### src/rtl/fb_access_ctrl.sv
`default_nettype none
// ============================================================================
// Module  : fb_access_ctrl
// Brief   : Port-A owner of the character frame buffer; arbitrates CPU
//           accesses against a hardware fill (clear) engine, one access/clock.
// Revision: 1.0  initial release
// ============================================================================
module fb_access_ctrl #(
    parameter int ADDR_WIDTH    = 13,
    parameter int ALL_CHAR_SIZE = 7500
) (
    input  logic                  clka,
    input  logic                  reset_a_n,
    input  logic                  cpu_req,
    input  logic                  cpu_we,
    input  logic [ADDR_WIDTH-1:0] cpu_addr,
    input  logic [15:0]           cpu_wdata,
    output logic                  cpu_ack,
    output logic [15:0]           cpu_rdata,
    output logic                  cpu_rvalid,
    input  logic                  clr_start,
    input  logic [15:0]           clr_value,
    output logic                  clr_busy,
    output logic                  clr_done,
    output logic [ADDR_WIDTH-1:0] fb_addr,
    output logic [15:0]           fb_din,
    output logic                  fb_we,
    input  logic [15:0]           fb_dout
);

    localparam logic [ADDR_WIDTH-1:0] LAST_CELL = ADDR_WIDTH'(ALL_CHAR_SIZE - 1);

    typedef enum logic [0:0] {
        ST_IDLE  = 1'b0,
        ST_CLEAR = 1'b1
    } state_t;

    state_t                  state, state_nxt;
    logic [ADDR_WIDTH-1:0]   cnt, cnt_nxt;
    logic [15:0]             clr_val_q, clr_val_nxt;
    logic [ADDR_WIDTH-1:0]   fb_addr_nxt;
    logic [15:0]             fb_din_nxt;
    logic                    fb_we_nxt;
    logic                    cpu_ack_nxt;
    logic                    busy_nxt;
    logic                    done_nxt;
    logic                    rd_issue_nxt;
    logic                    rd_p1;
    logic                    rd_p2;
    logic                    cpu_grant;

    // The ack cycle never re-samples the request, so the CPU gets at most every other slot.
    assign cpu_grant = cpu_req & ~cpu_ack;

    always_comb begin
        state_nxt    = state;
        cnt_nxt      = cnt;
        clr_val_nxt  = clr_val_q;
        fb_addr_nxt  = fb_addr;
        fb_din_nxt   = fb_din;
        fb_we_nxt    = 1'b0;
        cpu_ack_nxt  = 1'b0;
        busy_nxt     = clr_busy;
        done_nxt     = 1'b0;
        rd_issue_nxt = 1'b0;

        if (cpu_grant) begin
            fb_addr_nxt  = cpu_addr;
            fb_din_nxt   = cpu_wdata;
            fb_we_nxt    = cpu_we;
            cpu_ack_nxt  = 1'b1;
            rd_issue_nxt = ~cpu_we;
        end

        case (state)
            ST_IDLE: begin
                if (clr_start) begin
                    state_nxt   = ST_CLEAR;
                    clr_val_nxt = clr_value;
                    cnt_nxt     = '0;
                    busy_nxt    = 1'b1;
                end
            end
            ST_CLEAR: begin
                // The fill only advances in slots the CPU leaves free.
                if (!cpu_grant) begin
                    fb_addr_nxt = cnt;
                    fb_din_nxt  = clr_val_q;
                    fb_we_nxt   = 1'b1;
                    if (cnt == LAST_CELL) begin
                        state_nxt = ST_IDLE;
                        cnt_nxt   = '0;
                        busy_nxt  = 1'b0;
                        done_nxt  = 1'b1;
                    end else begin
                        cnt_nxt = cnt + ADDR_WIDTH'(1);
                    end
                end
            end
            default: begin
                state_nxt = ST_IDLE;
            end
        endcase
    end

    always_ff @(posedge clka or negedge reset_a_n) begin
        if (!reset_a_n) begin
            state     <= ST_IDLE;
            cnt       <= '0;
            clr_val_q <= '0;
            fb_addr   <= '0;
            fb_din    <= '0;
            fb_we     <= 1'b0;
            cpu_ack   <= 1'b0;
            clr_busy  <= 1'b0;
            clr_done  <= 1'b0;
        end else begin
            state     <= state_nxt;
            cnt       <= cnt_nxt;
            clr_val_q <= clr_val_nxt;
            fb_addr   <= fb_addr_nxt;
            fb_din    <= fb_din_nxt;
            fb_we     <= fb_we_nxt;
            cpu_ack   <= cpu_ack_nxt;
            clr_busy  <= busy_nxt;
            clr_done  <= done_nxt;
        end
    end

    // Read return: buffer captures the address one edge after grant, data is registered here on the next.
    always_ff @(posedge clka or negedge reset_a_n) begin
        if (!reset_a_n) begin
            rd_p1      <= 1'b0;
            rd_p2      <= 1'b0;
            cpu_rvalid <= 1'b0;
            cpu_rdata  <= '0;
        end else begin
            rd_p1      <= rd_issue_nxt;
            rd_p2      <= rd_p1;
            cpu_rvalid <= rd_p2;
            if (rd_p2) begin
                cpu_rdata <= fb_dout;
            end
        end
    end

endmodule
`default_nettype wire
### config.mk
export PLATFORM = sky130hd
export DESIGN_NAME = fb_access_ctrl
export DESIGN_NICKNAME = d
export VERILOG_FILES = /design/src/rtl/fb_access_ctrl.sv
export SDC_FILE = /design/constraint.sdc
export NUM_CORES = 1
export LEC_CHECK = 0
export CAP_MARGIN = 40
export CORE_ASPECT_RATIO = 0.9
export CORE_MARGIN = 2
export CORE_UTILIZATION = 45
export CTS_CLUSTER_DIAMETER = 100
export DETAILED_ROUTE_END_ITERATION = 6
export PLACE_DENSITY = 0.78
export SLEW_MARGIN = 20
export SYNTH_ARGS = -nofsm -noshare
export SYNTH_HDL_FRONTEND = slang
export SYNTH_SLANG_ARGS = --single-unit
### constraint.sdc
create_clock -name clka -period 1.8 [get_ports clka]
set_clock_uncertainty 0.05 [all_clocks]
set_input_delay 0.18 -clock clka [delete_from_list [all_inputs] [get_ports clka]]
set_output_delay 0.18 -clock clka [all_outputs]
set_load 0.02 [all_outputs]
==> key figures <==
Logic synthesis
  • Sequential element share of the synthesized area: 57.3%
  • Synthesis Warnings: 0
  • Average size of a mapped cell: 10.9 µm²
  • EDFF count, synth: 0
  • Cell Area, Synth: 3580 µm²
  • Synthesis-stage register bit count: 82
  • Number of distinct library cells after synthesis: 37
  • Fraction of registers with async set/reset: 100%
  • Top FF cell, synth: dfrtp_1
  • Syn nets: 395
  • Cells after Synth: 328

Timing
  • Fin crit period: 1.69 ns
  • Aggregate negative setup slack: 0 ns
  • Final number of max-transition violations: 0
  • RSZ-0062 raised after global routing: false
  • Number of failing setup endpoints in the final timing report: 0
  • Hold Fails Final Rpt: 0
  • Worst slew margin relative to its limit: 70.8%
  • Slew at the pin closest to its max-slew limit: 0.438 ns
  • Final worst path period share: 94.1%
  • Max frequency: 590 MHz

Detailed routing
  • Routed length per placed instance: 15.7 µm
  • DRC: 0
  • Average vias per placed instance: 5.07
  • Count of nets left with antenna violations after detail routing: 0
  • Vias after detailed routing: 2834
  • TritonRoute pass-1 iters: 4
  • Count of routing violations after the opening detailed-route iteration: 105
  • Sum of routed wire length over all layers: 8770 µm

Clock network
  • H-Tree Depth: 3
  • Clock Pin Slew Worst Setup and Hold Paths: 0.09 ns
  • CTS tree: built
  • Clock root buffer master: clkbuf_8
  • Num Clock Sinks: 82
  • Worst-case clock buffer depth: 2
  • Num CTS Buffers: 9
  • Insertion delay to the later sink of the worst-skew pair: 0.34 ns

Job
  • Max-cap viol count: 0

Final layout
  • Leading cell types in the layout, fill and taps excluded: clkdlybuf4s50_1, nand2_1, dfrtp_1
  • Area used by multi-input combinational logic: 1450 µm²
  • Final core utilization: 68.6%
  • Count of fill cells added during filler insertion: 604
  • Final nets: 526
  • Fraction of final layout cells with drive strength greater than 1: 15.6%
  • Signed area change from the synthesized netlist to the final layout: 46.0%
  • Final design instance area without fill: 5220 µm²
  • Combined flip-flop and latch cell area: 2050 µm²
  • Final antenna diode count: 0
  • Most common library cell in the layout ignoring fill and taps: clkdlybuf4s50_1

Status
  • Result of the run: complete, no violations

GRT
  • Vias in the first global route: 2856
  • Largest net degree at the start of global routing: 61
  • First-pass GRT wire length: 13900 µm
  • Global Route Usage Sum: 20.4%
  • Grt ovf: 0
  • Antenna violations before repair: 0

Setup path
  • Slowest stage cell on the critical path: a311oi_4
  • WS Path Type: reg -> reg
  • Peak fanout along the critical path: 7
  • Element type at the critical path start: flip-flop
  • WP data arrival: 1.92 ns
  • Required time of the worst setup path: 2.02 ns
  • Ordered cell list for the critical path: ha_2, and4_4, a311oi_4, a21oi_1, a31oi_1
  • Slowest stage delay, CP: 0.45 ns
  • Kind of end point of the critical path: flip-flop

Power
  • Worst VDD drop: 0.584 mV
  • Pwr per Cell Area: 1040 nW/µm²
  • Static leakage power: 2.45 nW

Hold path
  • Worst Hold Class: in -> async

Placed design
  • Final weighted congestion in routability-driven placement: 0.897
  • Area of placed instances: 4920 µm²
  • Number of buffers inserted by port buffering: 115
  • Hpwl dp: 6340 µm

Floorplanning
  • Area enclosed by the die boundary: 8680 µm²
  • Number of I/O pins: 116
  • Initial standard-cell utilization of the core: 47.0%
  • Row Count: 30
  • Horizontal die dimension: 98 µm
  • Area of the core: 7620 µm²
  • DIE HEIGHT: 88.6 µm
[worst max-delay path, delay by kind of cell, from the launching register on]
kind / cells / cell delay (ns)
adder cells (fa/ha/maj): 1 / 0.22
AND/OR/NAND/NOR: 1 / 0.21
AO/OA/AOI/OAI: 3 / 0.73
flip-flops: 1 / 0.42
[metal layers]
| layer | up-vias | GRT usage, % | wire length (µm) |
|---|---|---|---|
| met5 | - | 0 | 0 |
| met4 | 0 | 7.83 | 116 |
| met3 | 8 | 5.29 | 571 |
| met2 | 91 | 34.2 | 4270 |
| met1 | 1362 | 25.7 | 3820 |
| li1 | 1373 | - | - |
[area by class of cell]
class                   instances  share of cell area (%)
clock buffers                   9                    2.37
clock inverters                 6                    2.20
inverters                       3                   0.216
multi-input cells             224                    27.8
flip-flops and latches         82                    39.3
well taps                      96                    2.30
repair buffers                139                    25.8
[sequential cells by signal, summed over array words and instances, names as in the netlist, 13 cells and up]
name / cells
cnt: 13
clr_val_q: 16
fb_addr: 13
cpu_rdata: 16
fb_din: 16
[where the power goes]
part / internal [mW] / switching [mW] / total [mW]
sequential: 2.14 / 0.237 / 2.38
combinational: 0.785 / 0.705 / 1.49
clock: 0.921 / 0.660 / 1.58
[synth_stat cells, types with 2 or more instances]
master / count / share of area (%)
o21ai_1: 11 / 1.5
nand4_1: 2 / 0.35
clkbuf_1: 10 / 1.0
o21ai_0: 21 / 2.9
nor4_2: 2 / 0.70
mux2_2: 16 / 5.0
buf_2: 6 / 0.84
xnor2_1: 7 / 1.7
nor2_1: 13 / 1.4
inv_1: 2 / 0.21
nand3_1: 6 / 0.84
nand2_1: 87 / 9.1
a21oi_1: 5 / 0.70
nor3_1: 3 / 0.42
a31oi_1: 3 / 0.52
nand2b_1: 2 / 0.35
mux2i_1: 29 / 8.1
dfrtp_1: 82 / 57
buf_6: 3 / 0.94
[timing repair]
action,CTS,global route
cloned,0,0
hold buffers,1,0
setup buffers,0,1
endpoints found under the hold margin,31,0
resized for setup,1,7
setup endpoints to repair,1,11
pin swaps,0,2
[stage by stage]
step	hold WS (ns)	worst slack, ns	power [mW]	std cells
after global routing	0.301	0.0351	5.70	559
after CTS	0.268	0.0295	5.44	558
after global placement	0.0997	-0.196	3.81	541
after floorplan	-0.166	0.200	3.10	328
after detailed placement	0.106	0.0199	3.86	542
final	0.300	0.106	5.45	559
[cell families after synthesis]
logic type	share of synthesized area [%]
buffers and inverters	3.15
xor gates and xnor gates	1.71
AOI/OAI and AO/OA	7.03
muxes	13.1
adders and majority gates	0.350
and+or+nand+nor	17.3
DFF	57.3
[worst paths after layout]
check / cells after the start / slack (ns) / start / end
min: 2 / 0.30 / reset_a_n / cnt[7]$_DFFE_PN0P_
min in group clka: 0 / 0.30 / rd_p1$_DFF_PN0_ / rd_p2$_DFF_PN0_
max: 5 / 0.11 / cnt[1]$_DFFE_PN0P_ / cnt[11]$_DFFE_PN0P_
max reg2reg: 5 / 0.11 / cnt[1]$_DFFE_PN0P_ / cnt[11]$_DFFE_PN0P_
max in group asynchronous: 3 / 0.78 / reset_a_n / clr_busy$_DFFE_PN0P_
min reg2reg: 0 / 0.30 / rd_p1$_DFF_PN0_ / rd_p2$_DFF_PN0_
Note: power is estimated with default switching activity, not from simulation.
